File: config.mk
export PLATFORM = sky130hd
export DESIGN_NAME = uart_tx_port
export DESIGN_NICKNAME = d
export VERILOG_FILES = /design/src/rtl/uart_tx_port.sv
export SDC_FILE = /design/constraint.sdc
export NUM_CORES = 1
export LEC_CHECK = 0
export CAP_MARGIN = 20
export CORE_MARGIN = 10
export CORE_UTILIZATION = 25
export DETAILED_ROUTE_END_ITERATION = 8
export DONT_BUFFER_PORTS = 1
export MAX_ROUTING_LAYER = met4
export SLEW_MARGIN = 40
export SYNTH_ARGS = -nofsm -noshare
export SYNTH_HDL_FRONTEND = slang
export SYNTH_SLANG_ARGS = --single-unit
File: constraint.sdc
create_clock -name CLK -period 9 [get_ports CLK]
set_clock_uncertainty 0.05 [all_clocks]
set_input_delay 2.7 -clock CLK [delete_from_list [all_inputs] [get_ports CLK]]
set_output_delay 2.7 -clock CLK [all_outputs]
set_load 0.05 [all_outputs]
File: src/rtl/uart_tx_port.sv
// Port-mapped 8N1 UART transmitter: MCU port writes queue bytes in a small FIFO,
// and a status byte can be read back on the port bus.
module uart_tx_port #(
    parameter int unsigned CLKS_PER_BIT = 434,
    parameter int unsigned FIFO_DEPTH   = 4,
    parameter logic [7:0]  TX_DATA_ID   = 8'h42,
    parameter logic [7:0]  TX_STATUS_ID = 8'h21
) (
    input  logic       CLK,
    input  logic       RESET,
    input  logic [7:0] PORT_ID,
    input  logic [7:0] OUT_PORT,
    input  logic       IO_STRB,
    output logic [7:0] IN_PORT,
    output logic       TX
);

    localparam int unsigned PTR_W = $clog2(FIFO_DEPTH);
    localparam int unsigned CNT_W = $clog2(FIFO_DEPTH + 1);
    localparam int unsigned BC_W  = (CLKS_PER_BIT > 1) ? $clog2(CLKS_PER_BIT) : 1;

    typedef enum logic [1:0] {IDLE, START, DATA, STOP} state_t;

    logic [7:0]       mem [FIFO_DEPTH];
    logic [PTR_W-1:0] wr_ptr, rd_ptr;
    logic [CNT_W-1:0] count;
    logic             overrun;

    state_t           state, state_nxt;
    logic [BC_W-1:0]  bit_cnt, bit_cnt_nxt;
    logic [2:0]       bit_idx, bit_idx_nxt;
    logic [7:0]       shift, shift_nxt;
    logic             tx_nxt;

    logic             wr_sel_c, clr_c, full_c, empty_c, push_c, pop_c, last_c;
    logic [2:0]       cnt_sat_c;
    logic [7:0]       status_c;

    assign wr_sel_c = IO_STRB && (PORT_ID == TX_DATA_ID);
    assign clr_c    = IO_STRB && (PORT_ID == TX_STATUS_ID) && OUT_PORT[3];
    assign full_c   = (count == CNT_W'(FIFO_DEPTH));
    assign empty_c  = (count == '0);
    // A full FIFO still takes a byte when the transmitter frees a slot on the same edge
    assign push_c   = wr_sel_c && (!full_c || pop_c);
    assign last_c   = (bit_cnt == BC_W'(CLKS_PER_BIT - 1));

    // FIFO storage; emptiness is defined by the pointers, so no reset needed
    always_ff @(posedge CLK) begin
        if (push_c) mem[wr_ptr] <= OUT_PORT;
    end

    // FIFO pointers, occupancy and overrun flag
    always_ff @(posedge CLK or posedge RESET) begin
        if (RESET) begin
            wr_ptr  <= '0;
            rd_ptr  <= '0;
            count   <= '0;
            overrun <= 1'b0;
        end else begin
            if (push_c) wr_ptr <= wr_ptr + PTR_W'(1);
            if (pop_c)  rd_ptr <= rd_ptr + PTR_W'(1);
            case ({push_c, pop_c})
                2'b10:   count <= count + CNT_W'(1);
                2'b01:   count <= count - CNT_W'(1);
                default: count <= count;
            endcase
            if (wr_sel_c && !push_c) overrun <= 1'b1;
            else if (clr_c)          overrun <= 1'b0;
        end
    end

    // Transmitter state register
    always_ff @(posedge CLK or posedge RESET) begin
        if (RESET) begin
            state   <= IDLE;
            bit_cnt <= '0;
            bit_idx <= '0;
            shift   <= '0;
            TX      <= 1'b1;
        end else begin
            state   <= state_nxt;
            bit_cnt <= bit_cnt_nxt;
            bit_idx <= bit_idx_nxt;
            shift   <= shift_nxt;
            TX      <= tx_nxt;
        end
    end

    // Transmitter next-state: start bit, 8 data bits LSB first, stop bit
    always_comb begin
        state_nxt   = state;
        bit_cnt_nxt = bit_cnt;
        bit_idx_nxt = bit_idx;
        shift_nxt   = shift;
        tx_nxt      = TX;
        pop_c       = 1'b0;
        case (state)
            IDLE: begin
                tx_nxt = 1'b1;
                if (!empty_c) begin
                    pop_c       = 1'b1;
                    shift_nxt   = mem[rd_ptr];
                    tx_nxt      = 1'b0;
                    bit_cnt_nxt = '0;
                    state_nxt   = START;
                end
            end
            START: begin
                if (last_c) begin
                    bit_cnt_nxt = '0;
                    bit_idx_nxt = '0;
                    tx_nxt      = shift[0];
                    shift_nxt   = {1'b0, shift[7:1]};
                    state_nxt   = DATA;
                end else begin
                    bit_cnt_nxt = bit_cnt + BC_W'(1);
                end
            end
            DATA: begin
                if (last_c) begin
                    bit_cnt_nxt = '0;
                    if (bit_idx == 3'd7) begin
                        tx_nxt    = 1'b1;
                        state_nxt = STOP;
                    end else begin
                        bit_idx_nxt = bit_idx + 3'd1;
                        tx_nxt      = shift[0];
                        shift_nxt   = {1'b0, shift[7:1]};
                    end
                end else begin
                    bit_cnt_nxt = bit_cnt + BC_W'(1);
                end
            end
            STOP: begin
                if (last_c) begin
                    bit_cnt_nxt = '0;
                    state_nxt   = IDLE;
                end else begin
                    bit_cnt_nxt = bit_cnt + BC_W'(1);
                end
            end
            default: state_nxt = IDLE;
        endcase
    end

    // Status byte and read mux
    always_comb begin
        cnt_sat_c = (32'(count) > 32'd7) ? 3'd7 : 3'(count);
        status_c  = {1'b0, cnt_sat_c, overrun, (state != IDLE), empty_c, full_c};
        IN_PORT   = (PORT_ID == TX_STATUS_ID) ? status_c : 8'h00;
    end

endmodule

==> results of run 1 <==
## area by class of cell
class	count	area, µm²
Clock inverter	7	48.80
Timing Repair Buffer	1	7.507
Inverter	19	71.32
Clock buffer	9	225.2
Fill cell	1237	8498
Tap cell	168	210.2
Sequential cell	63	1738
Multi-Input combinational cell	155	1262
## sequential cells by signal (all words and copies together), names as in the netlist, 2 cells and up
| register | flops |
|---|---|
| cnt_sat_c | 3 |
| bit_cnt | 9 |
| wr_ptr | 2 |
| shift | 8 |
| state | 2 |
| bit_idx | 3 |
| rd_ptr | 2 |
| mem | 32 |
## worst reg2reg max path: stages (launching register included)
cell and delay [ns]:
dfrtp_1 0.40, inv_1 0.11, ha_1 0.29, nor4b_1 0.59, nor4_4 0.16, inv_1 0.09
ha_1 0.18, inv_1 0.06, fa_1 0.37, xor2_1 0.15, nor2_1 0.12, xor2_1 0.16
## kinds of logic after synthesis
kind of cell,count (synthesis),synth area share
AOI/OAI and AO/OA,34,0.07111
other,1,0.001211
buffers and inverters,26,0.03435
DFF,63,0.5612
adders and majority gates,16,0.06707
muxes,28,0.1050
and+or+nand+nor,65,0.1289
xor gates and xnor gates,11,0.03111
## metal layers
layer	vias to the layer above	global-route usage	wire length [µm]
met5	-	-	0
met4	0	0.03337	108
met3	10	0.02210	237
met2	33	0.1015	2463
met1	866	0.08788	2820
li1	886	-	-
## cells in the mapped netlist (2+ instances only)
| master | n |
|---|---|
| nand3_1 | 3 |
| ha_1 | 15 |
| or2_2 | 3 |
| o21ai_0 | 6 |
| nor4_4 | 2 |
| nor2_1 | 14 |
| or3_1 | 2 |
| dfrtp_1 | 30 |
| mux2i_1 | 4 |
| and2_1 | 8 |
| xnor2_1 | 6 |
| nand2_1 | 13 |
| a21oi_1 | 12 |
| xor2_1 | 5 |
| nor4b_2 | 2 |
| nand2b_1 | 3 |
| inv_1 | 19 |
| or4_4 | 2 |
| clkbuf_1 | 2 |
| a22o_1 | 4 |
| buf_2 | 4 |
| o22ai_1 | 7 |
| mux2_2 | 22 |
| nor3_1 | 5 |
| edfxtp_1 | 32 |
| nand4_1 | 4 |
## metrics by stage
step                      utilization  cells
after CTS                      0.2954    422
after global routing           0.2954    422
after floorplan                     -    244
final                          0.2954    422
after detailed placement       0.2727    406
after global placement         0.2719    406
## worst paths after layout
path,from,to
setup / recovery,PORT_ID[4],IN_PORT[0]
hold / removal,shift[6],shift[6]
setup reg to reg,state[0],cnt_sat_c[2]
hold reg to reg,shift[6],shift[6]
max in group asynchronous,RESET,TX
min in group asynchronous,RESET,wr_ptr[0]
## report_power, final
part           leakage [nW]  internal, mW  switching (mW)
clock                 0.125         0.186           0.127
combinational         0.558         0.185           0.179
sequential            0.669         0.355          0.0665
==> metrics.txt, run 1 <==
Hold WS 0.4560 ns; vias per std cell about 4.3; Synthesized Nets between 200 and 300; ant diodes 0; Starting Density 0.2567; post-synthesis async set-or-reset flop share 0.4921; H-tree levels 3; critical path arrival between 4 and 5 ns; post-route minimum period ~7.3 ns; r2r setup slk between 6 and 7 ns; startpoint class of the critical path input pin; Antenna Nets Post-Route 0; overall die height 131.3 µm; Die Area around 0.017 mm²; R2R depth 11; run status complete, no violations; syn avg cell area 12.69 µm²; Yosys top cell area share 0.3103; Crit path required time between 6 and 7 ns; share of cells above drive strength 1 0.2205; Worst path top cell family by delay simple AND/OR/NAND/NOR gates; pre-CTS setup slack approximately 1.7 ns; Die Wd around 130 µm; Leak roughly 1.4 nW; postcts setup bufs 0; pin count of the biggest net entering global routing 32; fin nets roughly 280; Final Max Slew Viols 0; Tightest Hold Check Type reg -> reg; core area 0.01206 mm²; post-synth top area cell edfxtp_1; HPWL Detailed around 4.0 mm; I/O pin count 28; commonest non-fill, non-tap cell in the layout edfxtp_1; Post-synth EDFFs 32; Num CTS Buffers 9; Clock Path Buffers 2; largest stage delay on the critical path 0.57 ns; Max Cap Violations 0; slew at the pin closest to its max-slew limit 0.7528 ns; Clk Latency, worst-skew pair approximately 0.33 ns; top_reg_cell synth edfxtp_1; wire per inst around 13 µm; RSZ-0062 raised after global routing false; DP Area around 0.0033 mm²; synth unique cells between 40 and 50; WHS Path Cells 1; CTS Hold Buffers Added 0; CTS tree done; Worst setup EP type primary output; Mapped Area 0.003097 mm²; leading cell types in the layout, fill and taps excluded 32 x edfxtp_1, 30 x dfrtp_1, 22 x mux2_2, 19 x inv_1, 15 x ha_1; Synth Register Bits 63; Root Buffer clkbuf_16; post-synthesis sequential area ratio 0.5612; Max Clk Rate 136.3 MHz; TritonRoute pass-1 iters 4; Syn-to-layout area delta 15.07%; GR Util All Layers 0.07045; Critical Path Fanout Max 4; Worst Slack Setup Final between 1.5 and 2 ns; initial antenna violation count 0; CTS clk-pin slew, worst paths roughly 0.05 ns; DR vias 1795; first-pass GRT wire length a little under 10 mm; CTS resizes 0; Tcrit/Tclk final 0.8151; fin area roughly 0.0036 mm²; slowest CP cell or4_4; CP Depth 4; DRC 0; row count 40; Synth Warn # 0; WS Path Type in -> out; worst vdd ir about 0.13 mV; Hold Vio Cnt, Final 0; Sink Count 63; initial drt markers between 80 and 90; vias in the first global route roughly 2000; Tot Pwr between 1 and 1.5 mW; final setup fails 0; drt total wl between 5 and 6 mm; gr ovfl total 0; PortBufs 0; Syn Inst Count approximately 240; PD cells 308.4 mW/mm²; CP cell instances or4_4 -> nor4_4 -> and2_1 -> and3_1; top cells by area, synth edfxtp_1 31%, dfrtp_1 24%, mux2_2 8.0%; Slew HR 0.4968; gp weighted congestion 0.7744; Bufs and invs on worst path 0; Sum Neg Setup Slack 0 ns
Power figures use the tool's default switching activity.
==> run 2, diff against run 1 <==
- clock period: 9 -> 7.4 ns (I/O delays scaled with it)
==> metrics.txt, run 2 (synthesis gave the netlist of run 1 again) <==
post-route minimum period roughly 6.4 ns; H-tree levels 3 (unchanged); Die Wd 131.3 µm (unchanged); Crit path required time 5.13 ns (-1.12 ns); core area 0.01206 mm² (unchanged); critical path arrival 4.12 ns (-0.47 ns); Hold Vio Cnt, Final 0 (unchanged); Metal-1 WL 2.794 mm (-0.92%); Final Max Slew Viols 0 (unchanged); Tightest Hold Check Type reg -> reg; placed cells 410 (+0.99%); DRC 0 (unchanged); Starting Density 0.2567 (unchanged); initial drt markers 101 (+13%); Root Buffer clkbuf_16; Syn-to-layout area delta 16.85%; share of cells above drive strength 1 0.2171 (-0.003418); commonest non-fill, non-tap cell in the layout edfxtp_1; max reg flops 32 (unchanged); Clk Latency, worst-skew pair 0.33 ns (about the same); vias per std cell 4.303 (+1.2%); Psw 0.4442 mW (+19%); gr ovfl total 0 (unchanged); r2r setup slk 4.62 ns (-1.57 ns); Reg with most FFs mem; Worst Slack Setup Final 1.015 ns (-0.6495 ns); Comb power frac 0.323 (-0.009); Max Cap Violations 0 (unchanged); worst vdd ir 0.1555 mV (+24%); Post-Layout Cell Count 426 (+0.95%); uppermost layer routed met4; WS Path Type in -> out; Sw Ratio 0.3222 (-0.01721); Clock Path Buffers 2 (unchanged); CTS tree done; HPWL Detailed 3.896 mm (-1.4%); Worst setup EP type primary output; Max Clk Rate approximately 160 MHz; CTS Hold Buffers Added 0 (unchanged); startpoint class of the critical path input pin; initial antenna violation count 0 (unchanged); overall die height 131.3 µm (unchanged); CTS resizes 0 (unchanged); ant diodes 0 (unchanged); Sink Count 63 (unchanged); Slew HR 0.4949 (-0.001853); Sum Neg Setup Slack 0 ns (unchanged); pre-CTS setup slack 1.011 ns (-0.6517 ns); DR vias 1833 (+2.1%); I/O pin count 28 (unchanged); vias in the first global route 1962 (-0.91%); Tot Pwr 1.379 mW (+25%); Tcrit/Tclk final 0.8629; met2 wire len 2.387 mm (-3.1%); CTS clk-pin slew, worst paths 0.05 ns (about the same); slew at the pin closest to its max-slew limit 0.7556 ns (+0.002771 ns); fin nets 288 (+1.4%); Leak 1.391 nW (+2.9%); row count 40 (unchanged); Met3 Wirelength 283 µm (+19%); first-pass GRT wire length 9.501 mm (-1.2%); RSZ-0062 raised after global routing false; clock power share 0.306 (+0.021); Top Registers mem: 32 flops, bit_cnt: 9 flops, shift: 8 flops; Antenna Nets Post-Route 0 (unchanged); wire per inst 13.08 µm (-2.0%); final setup fails 0 (unchanged); drt total wl 5.570 mm (-1.0%); PortBufs 0 (unchanged); pin count of the biggest net entering global routing 32 (unchanged); Final Util 0.3000 (+0.004564); Seq pwr share 0.371 (-0.013); gp weighted congestion 0.7745 (about the same); Num CTS Buffers 9 (unchanged); run status complete, no violations; Critical Path Fanout Max 4 (unchanged); GR Util All Layers 0.06975 (-0.0006997); Die Area 0.01724 mm² (unchanged); TritonRoute pass-1 iters 4 (unchanged); leading cell types in the layout, fill and taps excluded 32 x edfxtp_1, 30 x dfrtp_1, 22 x mux2_2, 19 x inv_1, 15 x ha_1; Internal Pwr Total 0.9345 mW (+29%); postcts setup bufs 0 (unchanged); PD cells 381.0 mW/mm² (+24%)
## run 2: per-layer routing
layer,vias up,track usage
li1,899,-
met1,890,0.08479
met2,33,0.1001
met3,11,0.02706
met4,0,0.03152
met5,-,-
## run 2: worst max-delay path, stage by stage
cell,delay [ns]
or4_4,0.57
nor4_4,0.26
and2_1,0.50
and3_1,0.56
## run 2: layout make-up
cell class / count / area [µm²]
Multi-Input combinational cell: 155 / 1252
Clock inverter: 5 / 56.30
Sequential cell: 63 / 1738
Timing Repair Buffer: 5 / 37.54
Fill cell: 1206 / 8443
Clock buffer: 11 / 252.7
Inverter: 19 / 71.32
Tap cell: 168 / 210.2
## run 2: final timing paths
check / startpoint / end / cells past startpoint
setup / recovery: PORT_ID[4] / IN_PORT[0] / 4
hold / removal: shift[6] / shift[6] / 1
setup reg to reg: state[1] / cnt_sat_c[2] / 11
hold reg to reg: shift[6] / shift[6] / 1
max in group asynchronous: RESET / TX / 2
min in group asynchronous: RESET / wr_ptr[1] / 2
## run 2: power by group through the flow
| stage | Combinational (mW) | Clock [mW] | Sequential, mW |
|---|---|---|---|
| floorplan | 0.389 | 0 | 0.486 |
| global placement | 0.438 | 0 | 0.516 |
| detailed placement | 0.447 | 0 | 0.520 |
| CTS | 0.450 | 0.432 | 0.514 |
| global route | 0.503 | 0.451 | 0.524 |
| finish | 0.445 | 0.422 | 0.512 |
## run 2: through the flow
stage / cell area [µm²] / hold slack, ns
after floorplan: 3097 / 0.4077
after global placement: 3309 / 0.4386
after detailed placement: 3309 / 0.4357
after CTS: 3618 / 0.4527
after global routing: 3618 / 0.4739
final: 3618 / 0.4527
